`src/rtl/tree_rr_arbiter.sv`:
```
// Round-robin arbiter built as a binary decision tree.
// Each tree node carries two candidates: the first requester at or above the
// round-robin pointer ("masked") and the first requester overall ("any").
// The root prefers the masked candidate. This yields a rotating scan starting
// at rr_q. An optional lock holds a stalled decision until its handshake.
module tree_rr_arbiter #(
    parameter int unsigned NumIn     = 5,
    parameter int unsigned DataWidth = 32,
    parameter int unsigned LockIn    = 1,
    localparam int unsigned IdxWidth = (NumIn > 1) ? $clog2(NumIn) : 1
) (
    input  logic                                clk_i,
    input  logic                                rst_ni,
    input  logic                                flush_i,
    input  logic [NumIn-1:0]                    req_i,
    output logic [NumIn-1:0]                    gnt_o,
    input  logic [NumIn-1:0][DataWidth-1:0]     data_i,
    output logic                                req_o,
    input  logic                                gnt_i,
    output logic [DataWidth-1:0]                data_o,
    output logic [IdxWidth-1:0]                 idx_o
);

    if (NumIn == 1) begin : gen_passthrough
        // A single requester needs no arbitration and holds no state.
        assign req_o  = req_i[0];
        assign gnt_o  = gnt_i;
        assign data_o = req_i[0] ? data_i[0] : '0;
        assign idx_o  = '0;
    end else begin : gen_tree
        localparam int unsigned Depth     = $clog2(NumIn);
        localparam int unsigned NumLeaves = 1 << Depth;
        localparam int unsigned NumNodes  = 2 * NumLeaves - 1;

        // Heap-ordered tree: node n has children 2n+1 and 2n+2, root is 0.
        logic [NumNodes-1:0] node_mv;
        logic [NumNodes-1:0] node_av;
        logic [IdxWidth-1:0] node_midx [NumNodes];
        logic [IdxWidth-1:0] node_aidx [NumNodes];

        logic [IdxWidth-1:0] rr_reg, rr_next;
        logic                lock_reg, lock_next;
        logic [IdxWidth-1:0] lock_idx_reg, lock_idx_next;

        logic                lock_hit;
        logic [IdxWidth-1:0] win_idx;
        logic                handshake;

        for (genvar gi = 0; gi <= Depth; gi++) begin : gen_level
            for (genvar gj = 0; gj < (1 << gi); gj++) begin : gen_node
                localparam int unsigned Node = (1 << gi) - 1 + gj;
                if (gi == Depth) begin : gen_leaf
                    if (gj < NumIn) begin : gen_live
                        localparam logic [IdxWidth-1:0] LeafIdx = IdxWidth'(gj);
                        assign node_av[Node]   = req_i[gj];
                        assign node_mv[Node]   = req_i[gj] & (LeafIdx >= rr_reg);
                        assign node_midx[Node] = LeafIdx;
                        assign node_aidx[Node] = LeafIdx;
                    end else begin : gen_pad
                        // Leaves past the last requester never request.
                        assign node_av[Node]   = 1'b0;
                        assign node_mv[Node]   = 1'b0;
                        assign node_midx[Node] = '0;
                        assign node_aidx[Node] = '0;
                    end
                end else begin : gen_inner
                    localparam int unsigned Left  = 2 * Node + 1;
                    localparam int unsigned Right = 2 * Node + 2;
                    // Lower index wins within each candidate class.
                    assign node_mv[Node]   = node_mv[Left] | node_mv[Right];
                    assign node_av[Node]   = node_av[Left] | node_av[Right];
                    assign node_midx[Node] = node_mv[Left] ? node_midx[Left] : node_midx[Right];
                    assign node_aidx[Node] = node_av[Left] ? node_aidx[Left] : node_aidx[Right];
                end
            end
        end

        // A lock only holds while its requester is still asking; otherwise
        // the tree result takes over immediately.
        assign lock_hit  = (LockIn != 0) && lock_reg && req_i[lock_idx_reg];
        assign win_idx   = lock_hit ? lock_idx_reg
                         : (node_mv[0] ? node_midx[0] : node_aidx[0]);
        assign req_o     = node_av[0];
        assign handshake = req_o & gnt_i;

        // Output steering: grant, payload and index of the winner.
        always_comb begin
            gnt_o  = '0;
            data_o = '0;
            idx_o  = '0;
            if (req_o) begin
                idx_o = win_idx;
                for (int i = 0; i < NumIn; i++) begin
                    if (win_idx == IdxWidth'(i)) begin
                        data_o   = data_i[i];
                        gnt_o[i] = gnt_i;
                    end
                end
            end
        end

        // Next pointer and lock; flush overrides any handshake update.
        always_comb begin
            rr_next       = rr_reg;
            lock_next     = 1'b0;
            lock_idx_next = lock_idx_reg;
            if (handshake) begin
                rr_next = (win_idx == IdxWidth'(NumIn - 1)) ? '0
                                                            : win_idx + IdxWidth'(1);
            end else if ((LockIn != 0) && req_o) begin
                lock_next     = 1'b1;
                lock_idx_next = win_idx;
            end
            if (flush_i) begin
                rr_next       = '0;
                lock_next     = 1'b0;
                lock_idx_next = '0;
            end
        end

        // State register with asynchronous active-low reset.
        always_ff @(posedge clk_i or negedge rst_ni) begin
            if (!rst_ni) begin
                rr_reg       <= '0;
                lock_reg     <= 1'b0;
                lock_idx_reg <= '0;
            end else begin
                rr_reg       <= rr_next;
                lock_reg     <= lock_next;
                lock_idx_reg <= lock_idx_next;
            end
        end

`ifndef SYNTHESIS
        // A locked requester must keep requesting until it is served.
        if (LockIn != 0) begin : gen_lock_check
            locked_req_held : assert property (
                @(posedge clk_i) disable iff (!rst_ni)
                lock_reg |-> req_i[lock_idx_reg]
            );
        end
`endif
    end

endmodule

```
`config.mk`:
```
export PLATFORM = sky130hd
export DESIGN_NAME = tree_rr_arbiter
export DESIGN_NICKNAME = d
export VERILOG_FILES = /design/src/rtl/tree_rr_arbiter.sv
export SDC_FILE = /design/constraint.sdc
export NUM_CORES = 1
export LEC_CHECK = 0
export BUFFER_PORTS_ARGS = -buffer_cell sky130_fd_sc_hd__buf_2
export CAP_MARGIN = 20
export CORE_ASPECT_RATIO = 1.1
export CORE_UTILIZATION = 35
export CTS_BUF_LIST = sky130_fd_sc_hd__clkbuf_4 sky130_fd_sc_hd__clkbuf_8
export CTS_CLUSTER_DIAMETER = 30
export DETAILED_ROUTE_END_ITERATION = 16
export GPL_TIMING_DRIVEN = 1
export PLACE_DENSITY_LB_ADDON = 0.12
export SYNTH_ARGS = -nofsm -noshare
export SYNTH_HDL_FRONTEND = slang
export SYNTH_SLANG_ARGS = --single-unit
export TNS_END_PERCENT = 20
```
`constraint.sdc`:
```
create_clock -name clk_i -period 4.14 [get_ports clk_i]
set_input_delay 0.414 -clock clk_i [delete_from_list [all_inputs] [get_ports clk_i]]
set_output_delay 0.414 -clock clk_i [all_outputs]
set_load 0.01 [all_outputs]
```
=== Word-level counts from Yosys, hierarchy flattened ===
Index checks and enable logic that the tools add are counted.

* Word-level logic and storage cells: 70
* Output and inout port bits: 41
* Input port bits: 169
* Bits in registers: 7

* Equal/unequal tests: 5
* Magnitude comparators: 6
* Multiplexer cells: 36
* Bitwise gates (word level): 14
* Reduce and logical (&&, ||, !) cells: 5
* Add/subtract/negate cells: 1

{| class="wikitable"
|+ Operators by type and width
! kind !! count
|-
| 32-bit two-way mux || 6
|-
| 3-bit two-way mux || 15
|-
| 1-bit two-way mux || 13
|-
| 1-bit bitwise OR || 8
|-
| 1-bit bitwise AND || 6
|-
| 3-bit by 2-bit == test with 1-bit output (second input constant) || 2
|-
| 1-bit by 3-bit >= comparator with 1-bit output (first input constant) || 2
|-
| 2-bit by 3-bit >= comparator with 1-bit output (first input constant) || 2
|-
| 5-bit two-way mux || 1
|-
| 3-bit by 4-bit < comparator with 1-bit output (second input constant) || 1
|-
| 2-bit nonzero test || 2
|-
| 3-bit by 1-bit adder with 3-bit output (second input constant) || 1
|-
| 1-bit binary-select mux with 3-bit select || 1
|-
| 3-bit by 1-bit == test with 1-bit output (second input constant) || 1
|-
| 3-bit == test (second input constant) || 1
|-
| 3-bit >= comparator (first input constant) || 1
|-
| 3-bit zero test || 1
|-
| 2-bit != test (second input constant) || 1
|-
| 2-bit AND reduction || 1
|-
| 1-bit logical AND || 1
|}

=== Logic depth before layout (Yosys ltp) ===
* Depth in word-level cells: 14
* Mapped depth: 14
* Depth with buffers taken out: 12

=== Least setup slack after synthesis ===
Ideal clock, no wire load.

* Path kind: flip-flop to output port
* Start point: reg gen_tree.lock_idx_reg[0]
* End point: out data_o[1]
* Buffers on the path: 3
* Slack: 0.674 ns
* Arrival time: 3.052 ns
* Data required time: 3.726 ns
* Stages on the path, launching flop included: 15
* Path through: dfrtp_1 -> nand4bb_1 -> or2_1 -> nor2b_1 -> mux2i_1 -> inv_1 -> ha_1 -> clkbuf_1 -> nor2b_1 -> clkbuf_1 -> clkbuf_1 -> a221oi_1 -> nor3_1 -> a22oi_1 -> a211oi_1

* Cells in the longest elaborated chain, start to end: 11
* Elaborated cells between the ends (all ways): 15
* Those cells by class: 4 x eq/ne; 9 x mux; 2 x reduce/logical

{| class="wikitable"
|+ Ends and longest elaborated chain
! what !! line !! text
|-
| start, declared || 43 || <nowiki>logic [IdxWidth-1:0] lock_idx_reg, lock_idx_next;</nowiki>
|-
| start signal, assigned || 130 || <nowiki>lock_idx_reg <= lock_idx_next;</nowiki>
|-
| 1-bit binary-select mux with 3-bit select || 80 || <nowiki>assign lock_hit = (LockIn != 0) && lock_reg && req_i[lock_idx_reg];</nowiki>
|-
| 1-bit two-way mux (implied by the code) || 80 ||
|-
| 1-bit logical AND || 80 ||
|-
| 3-bit two-way mux * || 81 || <nowiki>assign win_idx = lock_hit ? lock_idx_reg</nowiki>
|-
| 3-bit zero test || 94 || <nowiki>if (win_idx == IdxWidth'(i)) begin</nowiki>
|-
| 32-bit two-way mux (4 in series) || 94 ||
|-
| 32-bit two-way mux * || 94 ||
|-
| 32-bit two-way mux * || 91 || <nowiki>if (req_o) begin</nowiki>
|-
| end, declared || 20 || <nowiki>output logic [DataWidth-1:0] data_o,</nowiki>
|}

Every way passes the cells marked *; elsewhere a longest branch is shown, timed or not. The select of a mux whose other input is x is not followed.

=== Worst setup path in the final report ===
* Start point: reg gen_tree.lock_idx_reg[0]
* End point: out data_o[25]

Same word-level chain as after synthesis.

==> impl_results.md <==
* Placed Cells at 579
* Reg clk slew, reported paths at 0.04 ns
* Post-synthesis sequential area ratio at 7.64%
* Drt drc at 0
* CTS tree: yes
* Crit share post-route at 94.1%
* Die ar. at 6880 sq um
* Via/cell ratio at 5.91
* Cell row count at 30
* Worst skew pair latency at 0.23 ns
* DIE WIDTH at 79.2 um
* Register-to-register setup slack at 0.98 ns
* Worst setup SP type: register
* Largest area contributor in the netlist: a211oi_2
* Worst-Margin Slew at 0.945 ns
* Crit path DAT at 3.48 ns
* Mux contribution to synthesized area at 1.75%
* Final HPWL DP at 7650 um
* Req. time, crit path at 3.73 ns
* Max stage delay on crit path at 0.44 ns
* Clk sink count at 7
* Setup crit end kind: output pin
* VDD IR max at 198 uV
* Final Max Tran Viols at 0
* Setup Viol. Count Final at 0
* Worst Hold Class: in2async
* Starting Density at 36.8%
* Syn_area_per_cell at 7.23 sq um
* Share of the synthesized area in the top cell type at 15.8%
* Overall Global Routing Usage at 27.8%
* Mapped cell area at 2290 sq um
* Final critical-path required period at 3.90 ns
* Die Y at 86.9 um
* Final Hold Vio Count at 0
* Worst Skew at 0.00293 ns
* Top-level port count at 210
* DR WL/cell at 17.4 um
* Max H-tree Level at 1
* Vias at 3,445
* Yosys reg bits at 7
* Final ANT Viol Nets at 0
* Syn Inst Count at 317
* Adder-cell share of the synthesized area at 2.73%
* Layout cell share with drive strength beyond 1 at 52.5%
* WS Path Type: reg2out
* Simple-gate share of the synthesized area at 24.9%
* Placeable Area at 6230 sq um
* Area Overhead vs Synth at 49.8%
* Fin nets at 678
* Iteration-0 DRC Markers at 169
* Vias in the first global route at 3,078
* Setup_tns at 0 ns
* Most area-consuming cells after synthesis: a211oi_2 16%, a221oi_1 12%, a22oi_1 10%
* Synth Warn # at 0
* First-pass GRT wire length at 15,200 um
* Total gr overflow at 0
* Drt total wl at 10,100 um
* Root buffer cell: clkbuf_8
* Slowest CP cell: dfrtp_1
* RSZ-0062 raised after global routing: false
* Main combinational cell family by area after synthesis: compound AO/OA/AOI/OAI gates
* Antenna violations before repair at 0
* Leak at 1.69 nW
* TritonCTS Buffers at 3
* Pin count of the biggest net entering global routing at 36
* Input/output buffers at 209
* Critical path peak fanout at 17
* Number of cells upsized or downsized after cts at 0
* Fmax at 0.257 GHz
* XOR/XNOR Fraction of Synth Area at 0%
* Hold Buf Count CTS at 0
* Total power per unit cell area at 405 nW/um^2
* Routability cong. at 0.989
* Ordered list of cells on the worst path: nand4bb_1 -> or2_1 -> nor2b_1 -> a31oi_1 -> inv_1 -> ha_1 -> ha_1 -> inv_1 -> o21ai_2 -> buf_12 -> nor3_1 -> a22oi_1 -> a211oi_2 -> buf_2
* Post-CTS Setup Bufs at 0
* Compound-Gate Fraction of Synth Area at 52.9%
* Maxcap violations at 0
* Unique masters post-synth at 43
* N_diodes at 0
* Non-Filler Instances at 583
* Status: complete, no violations
* Slew headroom at 37.0%
* CTS Buffer Depth at 2
* Syn Nets at 491
* DRT Pass-1 Iters at 5
==> report_power, final <==
group          internal [W]  switching (W)  total (W)
clock             0.0000730      0.0000278   0.000101
sequential        0.0000761     0.00000929  0.0000854
combinational      0.000584       0.000621    0.00121
total              0.000734       0.000658    0.00139
==> final timing paths <==
path,endpoint,cells after the start,from
worst max-delay path,data_o[25],14,gen_tree.lock_idx_reg[0]
worst max register to register,gen_tree.rr_reg[0],10,gen_tree.lock_idx_reg[0]
max in group asynchronous,gen_tree.rr_reg[1],1,rst_ni
min in group clk_i,gen_tree.lock_reg,2,gnt_i
worst min-delay path,gen_tree.lock_idx_reg[0],1,rst_ni
worst min register to register,gen_tree.rr_reg[2],2,gen_tree.rr_reg[2]
==> stage by stage <==
step | setup slack, ns | instance area [sq um] | util, % | total power (W) | hold slack, ns
final | 0.243 | 3430 | 55.1 | 0.00139 | 0.0108
after global routing | 0.0237 | 3430 | 55.1 | 0.00150 | 0.0141
after CTS | 0.269 | 3430 | 55.1 | 0.00140 | 0.00929
after detailed placement | 0.462 | 3380 | 54.3 | 0.00129 | 0.251
after global placement | 0.548 | 3380 | 54.3 | 0.00128 | 0.251
after floorplan | 0.674 | 2290 | - | 0.000882 | 0.118
==> routing by layer <==
| layer | global-route usage [%] | vias to the layer above | wire length [um] |
|---|---|---|---|
| met4 | 7.11 | 0 | 206 |
| met2 | 50.0 | 195 | 5100 |
| met3 | 4.08 | 23 | 899 |
| met1 | 34.3 | 1594 | 3940 |
| met5 | 0 | - | 0 |
| li1 | - | 1633 | - |
==> placed cells by master, fill, tap and decap left out, drive strengths merged, types with 2 or more instances in the layout <==
| cell type | Yosys | final |
|---|---|---|
| buf | 13 | 223 |
| nor2b | 35 | 35 |
| a211oi | 35 | 35 |
| nor3 | 34 | 34 |
| a21oi | 33 | 33 |
| a221oi | 32 | 32 |
| a22oi | 32 | 32 |
| nor2 | 12 | 12 |
| inv | 12 | 12 |
| dfrtp | 7 | 7 |
| ha | 5 | 5 |
| o21ai | 5 | 5 |
| mux2i | 4 | 4 |
| nand2 | 4 | 4 |
| clkbuf | 28 | 4 |
| nand4bb | 2 | 2 |
| a32oi | 2 | 2 |
| and3 | 2 | 2 |
| and2 | 2 | 2 |
==> critical path: cells and delay by family (launching register included) <==
| kind | cells | cell delay [ns] |
|---|---|---|
| simple gates | 4 | 0.90 |
| flops | 1 | 0.44 |
| fa+ha+maj | 2 | 0.39 |
| buf+inv | 4 | 0.61 |
| compound gates | 4 | 0.89 |
==> synth_stat cells, drive strengths merged <==
| cell type | n |
|---|---|
| a31oi | 1 |
| nand3b | 1 |
| nor2 | 12 |
| and3 | 2 |
| ha | 5 |
| or2 | 1 |
| a21boi | 1 |
| or3 | 1 |
| a21oi | 33 |
| nor3 | 34 |
| mux2i | 4 |
| a221o | 1 |
| or3b | 1 |
| a221oi | 32 |
| a22oi | 32 |
| and2 | 2 |
| a31o | 1 |
| nand2 | 4 |
| o21ai | 5 |
| clkbuf | 28 |
| nor4 | 1 |
| dfrtp | 7 |
| a32oi | 2 |
| or4 | 1 |
| o22ai | 1 |
| a211oi | 35 |
| nand4bb | 2 |
| inv | 12 |
| nand2b | 1 |
| nand4b | 1 |
| buf | 13 |
| a22o | 1 |
| o211a | 1 |
| a2111o | 1 |
| nor2b | 35 |
| o211ai | 1 |
| nor3b | 1 |
==> cells by family after synthesis <==
| group | after synthesis |
|---|---|
| simple gates | 100 |
| buf+inv | 53 |
| compound gates | 148 |
| flops | 7 |
| mux | 4 |
| fa+ha+maj | 5 |
==> layout make-up <==
class | count | area [sq um]
fill | 621 | 2800
multi-input combinational | 257 | 1900
timing repair buffer | 223 | 1160
sequential | 7 | 175
tap | 80 | 100
clock buffer | 4 | 48.8
inverter | 12 | 45.0
No activity file was read; power rests on OpenSTA's default activity.
